## config.mk

```make
export PLATFORM = sky130hd
export DESIGN_NAME = spi_sram_burst_master
export DESIGN_NICKNAME = d
export VERILOG_FILES = /design/src/rtl/spi_sram_burst_master.sv
export SDC_FILE = /design/constraint.sdc
export NUM_CORES = 1
export LEC_CHECK = 0
export CAP_MARGIN = 40
export CORE_UTILIZATION = 40
export CTS_CLUSTER_DIAMETER = 80
export DETAILED_ROUTE_END_ITERATION = 10
export GPL_TIMING_DRIVEN = 1
export PLACE_DENSITY_LB_ADDON = 0.08
export SKIP_LAST_GASP = 1
export SLEW_MARGIN = 20
export SYNTH_ARGS = -nofsm -noshare
export SYNTH_HDL_FRONTEND = slang
export SYNTH_SLANG_ARGS = --single-unit
```

## constraint.sdc

```tcl
create_clock -name clk -period 3.1 [get_ports clk]
set_input_delay 0.62 -clock clk [delete_from_list [all_inputs] [get_ports clk]]
set_output_delay 0.62 -clock clk [all_outputs]
set_load 0.01 [all_outputs]
```

## src/rtl/spi_sram_burst_master.sv

```systemverilog
// SPI mode-0 initiator for a 23LC-style serial SRAM: byte requests become
// command/address/data frames, and consecutive same-op requests continue one frame.
module spi_sram_burst_master #(
  parameter int ADDR_BYTES     = 3,
  parameter int HOLD_CYCLES    = 4,
  parameter int CS_HIGH_CYCLES = 2,
  localparam int AW = 8 * ADDR_BYTES
) (
  input  logic          clk,
  input  logic          rst_n,
  input  logic          req_valid,
  output logic          req_ready,
  input  logic          req_wr,
  input  logic [AW-1:0] req_addr,
  input  logic [7:0]    req_wdata,
  output logic          rsp_valid,
  output logic [7:0]    rsp_rdata,
  output logic          sclk,
  output logic          cs_n,
  output logic          mosi,
  input  logic          miso
);

  localparam int SW   = 8 + AW;
  localparam int BW   = $clog2(SW);
  localparam int WMAX = (HOLD_CYCLES > CS_HIGH_CYCLES) ? HOLD_CYCLES : CS_HIGH_CYCLES;
  localparam int WW   = $clog2(WMAX + 1);
  localparam logic [7:0] CMD_READ  = 8'h03;
  localparam logic [7:0] CMD_WRITE = 8'h02;

  typedef enum logic [2:0] {
    S_IDLE, S_CMD, S_ADDR, S_DATA, S_HOLD, S_CSHIGH
  } state_t;

  state_t          state, state_nxt;
  logic            run;
  logic            phase;
  logic [BW-1:0]   bit_cnt;
  logic [BW-1:0]   bit_last_idx;
  logic [WW-1:0]   wait_cnt;
  logic            lat_wr;
  logic [AW-1:0]   lat_addr;
  logic [7:0]      lat_wdata;
  logic [SW-1:0]   tx_sh;
  logic [7:0]      rx_sh;
  logic            pend;
  logic            bit_state, bit_last, hold_done, cs_done, accept, seq_hit;

  assign bit_state    = (state == S_CMD) || (state == S_ADDR) || (state == S_DATA);
  assign bit_last_idx = (state == S_ADDR) ? BW'(AW - 1) : BW'(7);
  assign bit_last     = bit_state && phase && (bit_cnt == bit_last_idx);
  assign hold_done    = (wait_cnt == WW'(HOLD_CYCLES - 1));
  assign cs_done      = (wait_cnt == WW'(CS_HIGH_CYCLES - 1));
  assign accept       = req_valid && req_ready;
  // The AW-bit add wraps exactly like the SRAM's internal address counter.
  assign seq_hit      = (req_wr == lat_wr) && (req_addr == lat_addr + AW'(1));

  // NOTE: sequential state uses non-blocking assignments so every flop samples
  // pre-edge values regardless of process evaluation order.
  always_ff @(posedge clk or negedge rst_n) begin
    if (!rst_n) state <= S_IDLE;
    else        state <= state_nxt;
  end

  // NOTE: every combinational output gets a default first so no path leaves it
  // unassigned and infers a latch.
  always_comb begin
    state_nxt = state;
    unique case (state)
      S_IDLE:   if (accept) state_nxt = S_CMD;
      S_CMD:    if (bit_last) state_nxt = S_ADDR;
      S_ADDR:   if (bit_last) state_nxt = S_DATA;
      S_DATA:   if (bit_last) state_nxt = S_HOLD;
      S_HOLD: begin
        if (accept)         state_nxt = seq_hit ? S_DATA : S_CSHIGH;
        else if (hold_done) state_nxt = S_CSHIGH;
      end
      S_CSHIGH: if (cs_done) state_nxt = pend ? S_CMD : S_IDLE;
      default:  state_nxt = S_IDLE;
    endcase
  end

  always_comb begin
    cs_n      = 1'b1;
    sclk      = 1'b0;
    mosi      = 1'b0;
    req_ready = 1'b0;
    unique case (state)
      S_IDLE: req_ready = run;
      S_CMD, S_ADDR, S_DATA: begin
        cs_n = 1'b0;
        sclk = phase;
        mosi = tx_sh[SW-1];
      end
      S_HOLD: begin
        cs_n      = 1'b0;
        req_ready = 1'b1;
      end
      default: ;
    endcase
  end

  always_ff @(posedge clk or negedge rst_n) begin
    if (!rst_n) begin
      run       <= 1'b0;
      phase     <= 1'b0;
      bit_cnt   <= '0;
      wait_cnt  <= '0;
      lat_wr    <= 1'b0;
      lat_addr  <= '0;
      lat_wdata <= '0;
      tx_sh     <= '0;
      rx_sh     <= '0;
      pend      <= 1'b0;
      rsp_valid <= 1'b0;
      rsp_rdata <= '0;
    end else begin
      run       <= 1'b1;
      rsp_valid <= 1'b0;
      phase     <= bit_state ? ~phase : 1'b0;

      if ((state_nxt == state) && ((state == S_HOLD) || (state == S_CSHIGH)))
        wait_cnt <= wait_cnt + 1'b1;
      else
        wait_cnt <= '0;

      // mosi advances at the end of each high phase, i.e. as sclk falls.
      if (bit_state && phase) begin
        bit_cnt <= bit_last ? '0 : bit_cnt + 1'b1;
        tx_sh   <= {tx_sh[SW-2:0], 1'b0};
      end

      // Low->high phase edge is the one that raises sclk: sample miso here.
      if ((state == S_DATA) && !phase)
        rx_sh <= {rx_sh[6:0], miso};

      if ((state == S_ADDR) && bit_last)
        tx_sh <= {(lat_wr ? lat_wdata : 8'h00), AW'(0)};

      if ((state == S_DATA) && bit_last) begin
        rsp_valid <= 1'b1;
        if (!lat_wr) rsp_rdata <= rx_sh;
      end

      if ((state == S_CSHIGH) && cs_done)
        pend <= 1'b0;

      if (accept) begin
        lat_wr    <= req_wr;
        lat_addr  <= req_addr;
        lat_wdata <= req_wdata;
        if ((state == S_HOLD) && seq_hit) begin
          tx_sh <= {(req_wr ? req_wdata : 8'h00), AW'(0)};
        end else begin
          tx_sh <= {(req_wr ? CMD_WRITE : CMD_READ), req_addr};
          pend  <= (state == S_HOLD);
        end
      end
    end
  end

endmodule

```

## Yosys cells after proc, flatten, opt, wreduce, memory -nomap -nowiden

Index checks and enable logic that the tools add are counted.

| storage, ports and cells | value |
|---|---|
| register bits after elaboration | 96 |
| input port bits | 37 |
| output and inout port bits | 13 |

| operators by class | value |
|---|---|
| add/sub/neg operators | 3 |
| equality and inequality tests | 11 |
| mux-type cells | 29 |
| bitwise operators | 2 |
| reduce and logical (&&, ||, !) cells | 19 |

Operators with widths:

| cell | number |
|---|---|
| 32-bit 2-to-1 mux | 4 |
| 3-bit 2-to-1 mux | 9 |
| 24-bit by 1-bit adder with 24-bit output, second input constant | 1 |
| 24-bit equality test | 1 |
| 3-bit case mux with 6 select lines | 1 |
| 8-bit 2-to-1 mux | 2 |
| 1-bit logical AND | 10 |
| 1-bit 2-to-1 mux | 10 |
| 5-bit 2-to-1 mux | 2 |
| 3-bit by 2-bit equality test with 1-bit output, second input constant | 3 |
| 3-bit by 1-bit equality test with 1-bit output, second input constant | 2 |
| 3-bit equality test, second input constant | 2 |
| 5-bit by 1-bit adder with 5-bit output, second input constant | 1 |
| 5-bit equality test | 1 |
| 4-bit OR reduction | 1 |
| 3-bit by 1-bit adder with 3-bit output, second input constant | 1 |
| 3-bit equality test | 1 |
| 3-bit zero test | 1 |
| 1-bit logical OR | 3 |
| 3-bit nonzero test | 1 |
| 3-bit OR reduction | 1 |
| 1-bit inverter | 2 |
| 1-bit case mux with 2 select lines | 1 |
| 2-bit AND reduction | 1 |
| 2 further kinds | 2 |

## Longest topological paths before layout

Gate-level depths: netlist of the first run.

| depth | value |
|---|---|
| depth in word-level cells | 10 |
| depth in mapped cells | 10 |

## Worst setup path before layout of the first run

OpenSTA, ideal clock, no wires.

| timing path | value |
|---|---|
| path kind | input to register |
| start point | input req_addr[18] |
| end point | register tx_sh[25] |
| data arrival time | 2298 ps |
| setup slack | 665 ps |
| stages | 10 |
| path buffers | 3 |
| path through | clkbuf_1 > and3b_1 > nor4_1 > a21oi_1 > a221oi_1 > o21a_1 > and4_1 > buf_6 > buf_12 > a21oi_4 |

| on the way | value |
|---|---|
| longest elaborated chain between the ends | 5 |

RTL lines:

| what | RTL line | source |
|---|---|---|
| from (decl) | 14 | `input logic [AW-1:0] req_addr,` |
| 24-bit equality test | 56 | `assign seq_hit = (req_wr == lat_wr) && (req_addr == lat_addr + AW'(1));` |
| 1-bit logical AND | 56 |  |
| 1-bit logical AND | 152 | `if ((state == S_HOLD) && seq_hit) begin` |
| 32-bit 2-to-1 mux | 152 |  |
| 32-bit 2-to-1 mux | 148 | `if (accept) begin` |
| to (signal assigned) | 138 | `tx_sh <= {(lat_wr ? lat_wdata : 8'h00), AW'(0)};` |
| to (signal assigned) | 153 | `tx_sh <= {(req_wr ? req_wdata : 8'h00), AW'(0)};` |
| to (signal assigned) | 155 | `tx_sh <= {(req_wr ? CMD_WRITE : CMD_READ), req_addr};` |
| to (decl) | 44 | `logic [SW-1:0] tx_sh;` |

Every way passes these cells.
A chain may end at the register's enable or synchronous reset.

## Worst setup path in the final report of the first run

| timing path | value |
|---|---|
| start point | register lat_addr[0] |
| end point | register tx_sh[0] |

| on the way | value |
|---|---|
| longest elaborated chain between the ends | 6 |

RTL lines:

| what | RTL line | source |
|---|---|---|
| from (decl) | 42 | `logic [AW-1:0] lat_addr;` |
| from (signal assigned) | 150 | `lat_addr <= req_addr;` |
| 24-bit by 1-bit adder with 24-bit output | 56 |  |
| 24-bit equality test | 56 |  |
| 1-bit logical AND | 56 |  |
| 1-bit logical AND | 152 |  |
| 32-bit 2-to-1 mux | 152 |  |
| 32-bit 2-to-1 mux | 148 |  |

Every way passes these cells.

==> results of run 1 <==
[state kept, by name (all words and copies together) (netlist names)]
| register | cells |
|---|---|
| tx_sh | 32 |
| lat_addr | 24 |
| lat_wdata | 8 |
| rsp_rdata | 8 |
| rx_sh | 8 |
| bit_cnt | 5 |
| state | 3 |
| wait_cnt | 3 |
| lat_wr | 1 |
| pend | 1 |
| phase | 1 |
| rsp_valid | 1 |
| run | 1 |
[cell type report]
cell class,count,area share
Multi-Input combinational cell,443,0.434
Sequential cell,96,0.376
Timing Repair Buffer,73,0.106
Clock buffer,9,0.0352
Tap cell,176,0.0344
Clock inverter,6,0.0104
Inverter,6,0.00352
[worst max-delay path by stage]
stage / endpoint / slack [ns] / from
after floorplan: tx_sh[25] / 0.67 / req_addr[18]
after global placement: tx_sh[1] / 0.24 / req_addr[18]
after detailed placement: tx_sh[0] / 0.17 / req_addr[6]
after CTS: tx_sh[0] / 0.30 / lat_addr[9]
after global routing: tx_sh[0] / 0.15 / lat_addr[0]
final: tx_sh[0] / 0.30 / lat_addr[0]
[metal layers]
metal | share of wire | vias to the layer above | wire [um] | GRT usage
met1 | 0.45 | 2081 | 5980 | 0.258
met5 | 0 | - | 0 | 0
met2 | 0.50 | 79 | 6570 | 0.345
met3 | 0.030 | 13 | 401 | 0.0412
li1 | - | 2152 | - | -
met4 | 0.016 | 0 | 204 | 0.0601
[cell usage in the layout (no fill, tap or decap), types with 6 or more instances in the layout]
cell,instances
nand2_1,127
dfrtp_1,96
clkdlybuf4s50_1,48
nor2_1,40
xnor2_1,26
buf_4,24
o21ai_0,23
a22oi_1,22
nand4_1,19
o21ai_2,19
a21oi_1,18
mux2_2,13
nor3_1,11
xor2_1,10
nand3_1,9
clkbuf_16,9
and2_1,8
nor2b_1,6
[kinds of logic (layout without fill, tap and decap cells)]
logic type               Yosys count  in the layout  synth area share
multiplexers                      22             22            0.0448
other                              1              1          0.000695
AO/OA/AOI/OAI                    114            114             0.151
XOR/XNOR                          36             36            0.0585
AND/OR/NAND/NOR                  265            265             0.248
adder cells (fa/ha/maj)            5              5            0.0116
buffers and inverters             41             94            0.0399
flip-flops                        96             96             0.445
[through the flow]
stage | hold WS (ns) | cell area (sq um) | instances | power [mW]
2_1_floorplan | 0.324 | 5390 | 580 | 1.32
3_3_place_gp | 0.453 | 6100 | 794 | 1.42
3_5_place_dp | 0.466 | 6100 | 794 | 1.42
4_1_cts | 0.297 | 6390 | 809 | 2.56
5_1_grt | 0.322 | 6390 | 809 | 2.61
6_report | 0.267 | 6390 | 809 | 2.52
[report_power, final]
part           leakage, nW  switching (mW)  total (mW)  internal [mW]
Sequential            1.31        0.000178        1.25           1.25
Combinational         1.43          0.0722       0.143         0.0705
Clock                0.146           0.495        1.12          0.627
Total                 2.89           0.567        2.52           1.95
[critical path, cell delays in order (launching register included)]
cell     delay [ns]
dfrtp_1        0.44
ha_1           0.24
nand2_1        0.20
nor2_1         0.41
nor4b_1        0.32
nor3_1         0.13
nor3b_1        0.29
and4_1         0.26
buf_4          0.24
o21ai_0        0.12
==> flow_metrics.env, run 1 <==
export IMPL_status="complete, no violations"
export IMPL_design_core_area_sq_um=13200
export IMPL_grt_usage=0.203
export IMPL_die_w_um=118
export IMPL_nNetsFinal=671
export IMPL_ys_top_cells_by_count="nand2_1 (127), dfrtp_1 (96), nor2_1 (40)"
export IMPL_drc=0
export IMPL_initial_core_util=0.409
export IMPL_yosysTopAreaCell="dfrtp_1"
export IMPL_yosysWarnings=0
export IMPL_drive_gt1_frac=0.137
export IMPL_die_area_sq_um=14000
export IMPL_synth_top_cell_area_share=0.445
export IMPL_drt_initial_drc_count=300
export IMPL_hold_viol=0
export IMPL_power_density_nw_per_um2=394
export IMPL_critPathKind="reg2reg"
export IMPL_cts_tree="done"
export IMPL_fin_setup_tns_ns=0
export IMPL_fmax_mhz=358
export IMPL_r2r_start="lat_addr[0]"
export IMPL_grt_pass1_wl_um=22200
export IMPL_htreeDepth=3
export IMPL_ys_flop_type="dfrtp_1"
export IMPL_gp_congestion=0.904
export IMPL_grt_overflow_total=0
export IMPL_utilization=0.485
export IMPL_cts_resized=0
export IMPL_cp_end_kind="flop"
export IMPL_wl_per_cell_um=16.3
export IMPL_setup_viol=0
export IMPL_n_fill_cell=1269
export IMPL_crit_required_ns=3.32
export IMPL_max_cap_violations=0
export IMPL_synth_cells=580
export IMPL_grt_pass1_vias=4243
export IMPL_io_buffer_count=49
export IMPL_cts_hold_buffers=0
export IMPL_p_leak_nw=2.89
export IMPL_mappedNetlistArea_sq_um=5390
export IMPL_worstMarginPinSlew_ns=0.621
export IMPL_area_delta_synth_final_pct=18.5
export IMPL_async_reset_ff_frac=1.00
export IMPL_skew_ns=0.0111
export IMPL_yosysSeqAreaShare=0.445
export IMPL_ir_drop_uv=317
export IMPL_clkTransAtPathRegs_ns=0.07
export IMPL_syn_num_nets=622
export IMPL_cts_buffers=9
export IMPL_synth_avg_cell_area_sq_um=9.30
export IMPL_multiInputGateArea_sq_um=2780
export IMPL_num_rows=42
export IMPL_die_h_um=118
export IMPL_antenna_found_initial=0
export IMPL_slew_limit_headroom=0.586
export IMPL_synth_seq_cells=96
export IMPL_cp_max_fo=14
export IMPL_yosys_top_cells_area="dfrtp_1 (45%), nand2_1 (8.8%), xnor2_1 (4.2%)"
export IMPL_drt_wl_total_um=13200
export IMPL_synth_cell_type_count=68
export IMPL_hp_class="in2async"
export IMPL_pre_cts_ws_ns=0.170
export IMPL_ff_latch_area_sq_um=2400
export IMPL_cts_path_max_buffers=2
export IMPL_critPathLaunchType="flop"
export IMPL_rsz0062_at_grt="no"
export IMPL_insertion_delay_ns=0.35
export IMPL_detail_route_antenna_nets=0
export IMPL_synth_enable_flop_cells=0
export IMPL_fin_crit_ns=2.80
export IMPL_dr_pass1_iters=5
export IMPL_num_io_pins=50
export IMPL_finalMaxSlewViolations=0
export IMPL_setup_ws_ns=0.303
export IMPL_min_period_over_period=0.902
export IMPL_dr_total_vias=4325
export IMPL_antenna_cells=0
export IMPL_clock_sinks=96
export IMPL_rr_endpoint="tx_sh[0]"
export IMPL_cts_root_buf="clkbuf_16"
export IMPL_post_cts_buffers=0
export IMPL_grt_max_degree=52
export IMPL_reg2reg_depth=9
export IMPL_cp_arrival_ns=3.01
export IMPL_synth_most_common_cell="nand2_1"
export IMPL_worst_r2r_setup_slack_ns=0.30
export IMPL_vias_per_cell=5.35
export IMPL_dp_hpwl_um=9690
Note: power is estimated with default switching activity, not from simulation.
==> run 2, diff against run 1 <==
--- a/config.mk
+++ b/config.mk
@@ -7,7 +7,7 @@
 export LEC_CHECK = 0
 export CAP_MARGIN = 40
 export CORE_UTILIZATION = 40
-export CTS_CLUSTER_DIAMETER = 80
+export CTS_CLUSTER_DIAMETER = 200
 export DETAILED_ROUTE_END_ITERATION = 10
 export GPL_TIMING_DRIVEN = 1
 export PLACE_DENSITY_LB_ADDON = 0.08
==> constraint.sdc (replaced) <==
create_clock -name clk -period 3.1 [get_ports clk]
set_input_delay 0.62 -clock clk [delete_from_list [all_inputs] [get_ports clk]]
set_output_delay 0.62 -clock clk [all_outputs]
set_load 0.02 [all_outputs]
==> results of run 2 <==
No change in the layout: final DEF, timing and power equal those of run 1.
